===== config.mk =====
export PLATFORM = sky130hd
export DESIGN_NAME = mem_wb_flat
export DESIGN_NICKNAME = d
export VERILOG_FILES = /design/src/rtl/mem_wb_if.sv /design/src/rtl/mem_wb.sv /design/src/flat_wrapper.sv
export SDC_FILE = /design/constraint.sdc
export NUM_CORES = 1
export LEC_CHECK = 0
export CELL_PAD_IN_SITES_DETAIL_PLACEMENT = 0
export CELL_PAD_IN_SITES_GLOBAL_PLACEMENT = 1
export CORE_ASPECT_RATIO = 1.25
export CORE_MARGIN = 4
export CORE_UTILIZATION = 28
export DETAILED_ROUTE_END_ITERATION = 12
export PLACE_DENSITY = 0.8
export SLEW_MARGIN = 20
export SYNTH_ARGS = -nofsm -noshare
export SYNTH_HDL_FRONTEND = slang
export SYNTH_SLANG_ARGS = --single-unit

===== constraint.sdc =====
create_clock -name clk -period 2.3 [get_ports clk]
set_clock_uncertainty 0.15 [all_clocks]
set_input_delay 0.46 -clock clk [delete_from_list [all_inputs] [get_ports clk]]
set_output_delay 0.46 -clock clk [all_outputs]
set_load 0.02 [all_outputs]

===== src/rtl/mem_wb_if.sv =====
// Data-bus read channel between the memory stage (master) and the data memory (slave).
//   dbus_req    master->slave  read request, held until dbus_gnt
//   dbus_addr   master->slave  word-aligned read address
//   dbus_gnt    slave->master  request accepted this cycle
//   dbus_rvalid slave->master  read data valid (never in the same cycle as its gnt)
//   dbus_rdata  slave->master  read data word
interface mem_wb_if #(
  parameter int unsigned XLEN = 32
) ();
  logic            dbus_req;
  logic [XLEN-1:0] dbus_addr;
  logic            dbus_gnt;
  logic            dbus_rvalid;
  logic [XLEN-1:0] dbus_rdata;

  modport master (
    output dbus_req,
    output dbus_addr,
    input  dbus_gnt,
    input  dbus_rvalid,
    input  dbus_rdata
  );

  modport slave (
    input  dbus_req,
    input  dbus_addr,
    output dbus_gnt,
    output dbus_rvalid,
    output dbus_rdata
  );
endinterface


===== src/rtl/mem_wb.sv =====
// Memory stage plus MEM/WB pipeline register.
// Accepts instructions from ex_mem (ex_mem_valid / mem_allowin), runs the data-bus read for
// loads, formats the returned word and registers the writeback payload toward WB
// (mem_wb_valid / wb_allowin).
// Ports:
//   clk, rst_n          clock, synchronous active-low reset
//   pipe_flush          kill in-flight MEM/WB content
//   ex_mem_valid        upstream has an instruction; mem_allowin: MEM can accept
//   wb_allowin          WB can accept; mem_wb_valid: MEM result ready for WB
//   mem_*               fields of the instruction currently in MEM
//   bus                 data-bus read channel (master side)
//   wb_*                registered writeback payload
module mem_wb #(
  parameter int unsigned XLEN  = 32,
  parameter int unsigned RF_AW = 5
) (
  input  logic             clk,
  input  logic             rst_n,
  input  logic             pipe_flush,
  input  logic             ex_mem_valid,
  output logic             mem_allowin,
  input  logic             wb_allowin,
  output logic             mem_wb_valid,
  input  logic [XLEN-1:0]  mem_pc,
  input  logic [XLEN-1:0]  mem_inst,
  input  logic             mem_req_rf,
  input  logic [RF_AW-1:0] mem_rf_waddr,
  input  logic [XLEN-1:0]  mem_alu_res,
  input  logic             mem_is_load,
  input  logic [1:0]       mem_ls_addr_2low,
  input  logic [4:0]       mem_l_mask,
  input  logic             mem_exp_flag,
  mem_wb_if.master         bus,
  output logic [XLEN-1:0]  wb_pc,
  output logic             wb_req_rf,
  output logic [RF_AW-1:0] wb_rf_waddr,
  output logic [XLEN-1:0]  wb_wdata
);

  typedef enum logic [2:0] {StIdle, StReq, StWait, StDone, StDrain} state_e;

  state_e          state_q, state_d;
  logic            mem_valid_q, mem_valid_d;
  logic [XLEN-1:0] ld_word_q, ld_word_d;
  logic            mem_ready_go;
  logic            wb_load;
  logic [7:0]      ld_byte;
  logic [15:0]     ld_half;
  logic [XLEN-1:0] ld_fmt;

  // The instruction word travels with the stage for tracing only.
  logic unused_inst;
  assign unused_inst = ^mem_inst;

  assign mem_ready_go = !mem_is_load || mem_exp_flag || (state_q == StDone);
  assign mem_wb_valid = mem_valid_q && mem_ready_go;
  // DRAIN still owes the bus one rvalid, so nothing new may enter until it is absorbed.
  assign mem_allowin  = (state_q != StDrain) && (!mem_valid_q || (mem_ready_go && wb_allowin));
  assign wb_load      = mem_wb_valid && wb_allowin;

  assign bus.dbus_req  = (state_q == StReq);
  assign bus.dbus_addr = {mem_alu_res[XLEN-1:2], 2'b00};

  always_comb begin
    mem_valid_d = mem_valid_q;
    if (pipe_flush) begin
      mem_valid_d = 1'b0;
    end else if (mem_allowin) begin
      mem_valid_d = ex_mem_valid;
    end
  end

  always_comb begin
    state_d   = state_q;
    ld_word_d = ld_word_q;
    unique case (state_q)
      StIdle: begin
        if (mem_valid_q && mem_is_load && !mem_exp_flag && !pipe_flush) state_d = StReq;
      end
      StReq: begin
        // A grant in the flush cycle still leaves a read outstanding.
        if (bus.dbus_gnt) begin
          state_d = pipe_flush ? StDrain : StWait;
        end else if (pipe_flush) begin
          state_d = StIdle;
        end
      end
      StWait: begin
        if (bus.dbus_rvalid) begin
          if (pipe_flush) begin
            state_d = StIdle;
          end else begin
            state_d   = StDone;
            ld_word_d = bus.dbus_rdata;
          end
        end else if (pipe_flush) begin
          state_d = StDrain;
        end
      end
      StDone: begin
        if (pipe_flush || wb_load) state_d = StIdle;
      end
      StDrain: begin
        if (bus.dbus_rvalid) state_d = StIdle;
      end
      default: state_d = StIdle;
    endcase
  end

  always_comb begin
    unique case (mem_ls_addr_2low)
      2'd0:    ld_byte = ld_word_q[7:0];
      2'd1:    ld_byte = ld_word_q[15:8];
      2'd2:    ld_byte = ld_word_q[23:16];
      default: ld_byte = ld_word_q[31:24];
    endcase
    ld_half = mem_ls_addr_2low[1] ? ld_word_q[31:16] : ld_word_q[15:0];
    unique case (mem_l_mask)
      5'b00001: ld_fmt = {{(XLEN-8){ld_byte[7]}}, ld_byte};
      5'b00010: ld_fmt = {{(XLEN-8){1'b0}}, ld_byte};
      5'b00100: ld_fmt = {{(XLEN-16){ld_half[15]}}, ld_half};
      5'b01000: ld_fmt = {{(XLEN-16){1'b0}}, ld_half};
      default:  ld_fmt = ld_word_q;
    endcase
  end

  always_ff @(posedge clk) begin
    if (!rst_n) begin
      state_q     <= StIdle;
      mem_valid_q <= 1'b0;
      ld_word_q   <= '0;
    end else begin
      state_q     <= state_d;
      mem_valid_q <= mem_valid_d;
      ld_word_q   <= ld_word_d;
    end
  end

  always_ff @(posedge clk) begin
    if (!rst_n || pipe_flush) begin
      wb_pc       <= '0;
      wb_req_rf   <= 1'b0;
      wb_rf_waddr <= '0;
      wb_wdata    <= '0;
    end else if (wb_load) begin
      wb_pc       <= mem_pc;
      wb_req_rf   <= mem_req_rf;
      wb_rf_waddr <= mem_rf_waddr;
      wb_wdata    <= (mem_is_load && !mem_exp_flag) ? ld_fmt : mem_alu_res;
    end
  end

endmodule


===== src/flat_wrapper.sv =====
// flat-port wrapper written by rule: the top's interface ports become plain ports
module mem_wb_flat 
#(
  parameter int unsigned XLEN  = 32,
  parameter int unsigned RF_AW = 5
)
  (clk, rst_n, pipe_flush, ex_mem_valid, mem_allowin, wb_allowin, mem_wb_valid, mem_pc, mem_inst, mem_req_rf, mem_rf_waddr, mem_alu_res, mem_is_load, mem_ls_addr_2low, mem_l_mask, mem_exp_flag, wb_pc, wb_req_rf, wb_rf_waddr, wb_wdata, bus_dbus_req, bus_dbus_addr, bus_dbus_gnt, bus_dbus_rvalid, bus_dbus_rdata);
  mem_wb_if #(.XLEN(XLEN)) bus_i ();
  input  logic clk;
  input  logic rst_n;
  input  logic pipe_flush;
  input  logic ex_mem_valid;
  output logic mem_allowin;
  input  logic wb_allowin;
  output logic mem_wb_valid;
  input  logic [XLEN-1:0] mem_pc;
  input  logic [XLEN-1:0] mem_inst;
  input  logic mem_req_rf;
  input  logic [RF_AW-1:0] mem_rf_waddr;
  input  logic [XLEN-1:0] mem_alu_res;
  input  logic mem_is_load;
  input  logic [1:0] mem_ls_addr_2low;
  input  logic [4:0] mem_l_mask;
  input  logic mem_exp_flag;
  output logic [XLEN-1:0] wb_pc;
  output logic wb_req_rf;
  output logic [RF_AW-1:0] wb_rf_waddr;
  output logic [XLEN-1:0] wb_wdata;
  output wire logic [$bits(bus_i.dbus_req)-1:0] bus_dbus_req;
  output wire logic [$bits(bus_i.dbus_addr)-1:0] bus_dbus_addr;
  input wire logic [$bits(bus_i.dbus_gnt)-1:0] bus_dbus_gnt;
  input wire logic [$bits(bus_i.dbus_rvalid)-1:0] bus_dbus_rvalid;
  input wire logic [$bits(bus_i.dbus_rdata)-1:0] bus_dbus_rdata;
  assign bus_dbus_req = bus_i.dbus_req;
  assign bus_dbus_addr = bus_i.dbus_addr;
  assign bus_i.dbus_gnt = bus_dbus_gnt;
  assign bus_i.dbus_rvalid = bus_dbus_rvalid;
  assign bus_i.dbus_rdata = bus_dbus_rdata;
  mem_wb #(.XLEN(XLEN), .RF_AW(RF_AW)) u_core (.clk(clk), .rst_n(rst_n), .pipe_flush(pipe_flush), .ex_mem_valid(ex_mem_valid), .mem_allowin(mem_allowin), .wb_allowin(wb_allowin), .mem_wb_valid(mem_wb_valid), .mem_pc(mem_pc), .mem_inst(mem_inst), .mem_req_rf(mem_req_rf), .mem_rf_waddr(mem_rf_waddr), .mem_alu_res(mem_alu_res), .mem_is_load(mem_is_load), .mem_ls_addr_2low(mem_ls_addr_2low), .mem_l_mask(mem_l_mask), .mem_exp_flag(mem_exp_flag), .bus(bus_i), .wb_pc(wb_pc), .wb_req_rf(wb_req_rf), .wb_rf_waddr(wb_rf_waddr), .wb_wdata(wb_wdata));
endmodule

# After elaboration in Yosys (flattened, before gate mapping)

Cells that the tools add are included.
W data, S select, Z words.

Bitwise logic cells: 2
Multiplexer cells: 14
Equality and inequality tests: 16
Reductions and logical operators: 23

Operators with widths:

| operator             | count |
|---|---|
| $pmux W32 S4         | 1 |
| $mux W32             | 1 |
| $mux W3              | 8 |
| $pmux W8 S3          | 1 |
| $mux W16             | 1 |
| $pmux W3 S5          | 1 |
| $logic_and A1 B1 Y1  | 8 |
| $eq A3 B2 Y1 const B | 2 |
| $ne A3 B3 Y1 const B | 2 |
| $eq A5 B1 Y1 const B | 1 |
| $eq A5 B2 Y1 const B | 1 |
| $eq A5 B3 Y1 const B | 1 |
| $eq A5 B4 Y1 const B | 1 |
| $logic_not A1 Y1     | 5 |
| $logic_or A1 B1 Y1   | 5 |
| $reduce_and A5 Y1    | 1 |
| $ne A2 B2 Y1 const B | 2 |
| $eq A3 B1 Y1 const B | 1 |
| $eq A3 B3 Y1 const B | 1 |
| $logic_not A3 Y1     | 1 |
| $ne A3 B2 Y1 const B | 1 |
| $reduce_and A3 Y1    | 1 |
| $eq A2 B1 Y1 const B | 1 |
| $eq A2 B2 Y1 const B | 1 |
| 5 further kinds      | 6 |

Output and inout bits: 105
Register bits: 106
Bits of input ports: 150
Word-level logic and storage cells: 62

# Logic depth before layout (Yosys ltp)

Depth in word-level cells: 8
Gate-level depth with buffers: 7
Mapped depth without buffers: 5

# Worst setup path after synthesis

No wires, ideal clock.

Path kind: input port to flip-flop
From: input port mem_l_mask[1]
To: register u_core.wb_wdata[7]
Stages: 6
Path buffers: 1
Arrival time: 1780 ps
Slack: 249 ps
Cell sequence: or4b_1 a21oi_4 nor2_2 buf_6 a211oi_1 o21ai_1

Longest elaborated chain between the ends: 3
Elaborated cells between the ends (all ways): 6
Classes of those cells: eq/ne: 4; mux: 2

Ends and longest elaborated chain:

| element                              | line               | RTL |
|---|---|---|
| from (decl)                          | flat_wrapper.sv:23 | `input logic [4:0] mem_l_mask;` |
| $eq A5 B4 Y1 (tied with other cells) | mem_wb.sv:118      | `unique case (mem_l_mask)` |
| $pmux W32 S4 (*)                     | mem_wb.sv:118      |  |
| $mux W32 (*)                         | mem_wb.sv:149      | `wb_wdata <= (mem_is_load && !mem_exp_flag) ? ld_fmt : mem_alu_res;` |
| to (signal assigned)                 | mem_wb.sv:149      |  |
| to (decl)                            | mem_wb.sv:37       | `output logic [XLEN-1:0] wb_wdata` |

Mark *: on every way between the ends. The rest lies on a longest branch, timed or not.
A chain may end at the register's enable or synchronous reset.

# Final worst setup path

From: input port mem_is_load
To: output port mem_wb_valid

Longest elaborated chain between the ends: 4

Ends and longest elaborated chain:

| element                         | line               | RTL |
|---|---|---|
| from (decl)                     | flat_wrapper.sv:21 | `input logic mem_is_load;` |
| $logic_not A1 Y1                | mem_wb.sv:55       | `assign mem_ready_go = !mem_is_load \|\| mem_exp_flag \|\| (state_q == StDone);` |
| $logic_or A1 B1 Y1 (2 in a row) | mem_wb.sv:55       |  |
| $logic_and A1 B1 Y1             | mem_wb.sv:56       | `assign mem_wb_valid = mem_valid_q && mem_ready_go;` |
| to (decl)                       | flat_wrapper.sv:15 | `output logic mem_wb_valid;` |

Every way passes these cells.

==> impl_metrics.csv <==
group,metric,value,unit
run_status,status,"finished clean",
clock_tree,root_buffer,"clkbuf_16",
power,pwr-share-seq,46.8,%
power,clock_power_share,37.6,%
placed_design,place_congestion,0.825,
clock_tree,cts_tree,"done",
global_route,grt.overflow.total,0,
synth,synthCells,630,
setup_path,crit_slowest_cell,"clkdlybuf4s50_1",
routing,routedWlPerCell,16.7,um
synth,seq_area_frac_synth,41.9,%
synth,yosysWarnings,0,
die,die_h,158,um
setup_path,cp-end-kind,"output pin",
sta,finalCritPeriodShare,97.8,%
synth,synth_area,0.00506,sq mm
clock_tree,clk_path_buf_depth,2,
clock_tree,clkTransAtPathRegs,0.07,ns
synth,syn_avg_cell_area,8.03,sq um
synth,synth-main-ff-cell,"dfxtp_1",
routing,vias_per_cell,4.74,
synth,synth.distinct_cells,57,
global_route,grt_pass1_wl,26800,um
synth,yosysTopAreaCellShare,41.9,%
routing,num_vias,5084,
die,ios,255,
synth,synthTopCellsByCount,"172 x nand2_1, 106 x dfxtp_1, 66 x a21oi_1",
setup_path,critPathMaxStageDelay,0.42,ns
global_route,antenna_found_initial,0,
routing,ant_nets,0,
clock_tree,numClockSinks,106,
sta,fin_crit,2.25,ns
global_route,grt_pass1_vias,4814,
power,p_sw_share,24.8,%
power,internal_power,2.97,mW
sta,final.setup.worst_slack,0.0503,ns
sta,setup_viol,0,
die,rows,54,
worst_hold_path,min-delay-start,"u_core.wb_wdata[26]$_SDFFE_PP0P_",
finish,area_growth,57.7,%
sta,max_clock_freq,0.445,GHz
sta,finalMaxSlewViolations,0,
finish,antenna_cells,0,
clock_tree,post_cts_buffers,0,
placed_design,port_buffers,220,
routing,routed_wl,18000,um
clock_tree,cts_buffers,9,
routing,dr.first_iter.drc_count,257,
setup_path,crit_path_start_kind,"input port",
routing,dr.pass1.iters,4,
die,die_area,0.0203,sq mm
synth,async_flop_share,0,%
synth,synth-seq-cells,106,
placed_design,place_ws,-0.412,ns
global_route,grt_max_degree,39,
job,maxCapViolCount,0,
setup_path,crit_type,"in2out",
routing,drc_errors,0,
setup_path,arrival,1.64,ns
power,powerDensity,496,mW/mm^2
power,p_leak,2.78,nW
synth,synth_most_common_cell,"nand2_1",
setup_path,r2r-start,"u_core.ld_word_q[7]$_SDFFE_PN0P_",
finish,utilization,45.2,%
synth,synth-edff-count,0,
power,p_sw,982,uW
die,core,0.0176,sq mm
synth,yosysTopAreaCell,"dfxtp_1",
placed_design,hpwl,13900,um
die,initial_utilization,28.7,%
die,fp.dieW,128,um
sta,rsz0062_at_grt,"no",
clock_tree,cts_htree_levels,3,
setup_path,crit_required,1.69,ns
finish,drive_gt1_share,11.7,%
sta,hold_viol,0,
setup_path,crit_start,"mem_is_load",
power,p_comb_share,15.6,%
global_route,grt_use_total,16.8,%
finish,layout.nets,994,
clock_tree,clk_latency,0.35,ns
power,irDropWorstVdd,0.000429,V
setup_path,crit_fanout,2,
setup_path,cp_cell_sequence,"clkdlybuf4s50_1 -> nor2b_2 -> buf_4 -> a21oi_1 -> clkdlybuf4s15_1",
synth,synth.area.top_cells,"dfxtp_1 42%, nand2_1 13%, a21oi_1 6.5%",
worst_hold_path,min_path_type,"reg2reg",
cells by family after synthesis:
| kind of cell | Yosys count | share of synthesized area, % |
|---|---|---|
| buffers and inverters | 83 | 9.20 |
| multiplexers | 13 | 3.91 |
| other | 1 | 0.0741 |
| AO/OA/AOI/OAI | 200 | 25.5 |
| flip-flops | 106 | 41.9 |
| AND/OR/NAND/NOR | 225 | 19.0 |
| XOR/XNOR | 2 | 0.346 |
sequential cells by signal, indices dropped and copies added (netlist names):
| signal | count |
|---|---|
| u_core.state_q | 3 |
| u_core.mem_valid_q | 1 |
| u_core.wb_pc | 32 |
| u_core.wb_wdata | 32 |
| u_core.wb_req_rf | 1 |
| u_core.wb_rf_waddr | 5 |
| u_core.ld_word_q | 32 |
worst max-delay path: cells and delay by family:
family | cells | cell delay, ns
simple gates | 1 | 0.17
compound gates | 1 | 0.11
buf+inv | 3 | 0.90
metrics by stage:
stage | setup TNS, ns | instances | power [mW] | hold WS [ns] | instance area, sq um
6_report | 0 | 1073 | 3.95 | 0.296 | 7980
5_1_grt | 0 | 1073 | 4.11 | 0.320 | 7980
4_1_cts | 0 | 1072 | 3.99 | 0.300 | 7950
3_5_place_dp | -13.15 | 1056 | 2.51 | 0.289 | 7660
3_3_place_gp | -11.48 | 1056 | 2.50 | 0.282 | 7660
2_1_floorplan | 0 | 631 | 2.14 | 0.303 | 5060
path summary, 6_finish.rpt:
| check | slack [ns] | end | cells after the start |
|---|---|---|---|
| setup / recovery | 0.05 | mem_wb_valid | 5 |
| hold / removal | 0.30 | u_core.wb_wdata[26]$_SDFFE_PP0P_ | 2 |
| setup reg to reg | 0.33 | u_core.wb_wdata[13]$_SDFFE_PP0P_ | 6 |
| hold reg to reg | 0.30 | u_core.wb_wdata[26]$_SDFFE_PP0P_ | 2 |
layer usage:
layer	vias up	routed length [um]	global-route usage, %
met3	13	917	2.85
li1	2580	-	-
met2	153	8920	28.1
met1	2338	7790	22.2
met5	-	0	0
met4	0	337	4.90
cell usage in the layout (no fill, tap or decap), types with 3 or more instances in the layout:
master           netlist  final
a211oi_1               4      3
a21boi_0              32     32
a21oi_1               66     65
a21oi_2                3      4
a221o_1                4      4
a221oi_2               3      3
and3_1                 7      6
buf_12                 0      9
buf_4                 32     49
clkbuf_16              0      9
clkdlybuf4s50_1        0    216
dfxtp_1              106    106
inv_1                  6      6
mux2i_1                7      7
mux4_2                 4      4
nand2_1              172    172
nand3_1               10     10
nand3b_1               3      3
nand4_1                3      3
nor2_1                12     12
nor2b_1                4      3
nor3_1                 3      3
o21a_1                 4      4
o21ai_0               42     42
o21ai_1               14     14
o221ai_1               4      4
o22ai_1                4      4
what timing repair did:
action | CTS | global route
gates resized for setup | 7 | 5
pin swaps | 1 | 2
cloned | 0 | 1
endpoints found under the setup margin | 5 | 19
hold buffers | 0 | 0
power groups by stage:
stage | combinational, mW | sequential, mW | clock [mW]
after global placement | 0.611 | 1.89 | 0
after detailed placement | 0.614 | 1.89 | 0
after floorplan | 0.240 | 1.90 | 0
after global routing | 0.655 | 1.85 | 1.60
final | 0.618 | 1.85 | 1.49
after CTS | 0.617 | 1.85 | 1.53
final cells by class:
| cell class | count | area, sq um |
|---|---|---|
| flip-flops and latches | 106 | 2120 |
| clock buffers | 12 | 246 |
| fillers | 1786 | 9660 |
| multi-input cells | 443 | 2520 |
| inverters | 6 | 22.5 |
| well taps | 224 | 280 |
| clock inverters | 4 | 33.8 |
| repair buffers | 278 | 2750 |
(Power assumes the default switching activity.)
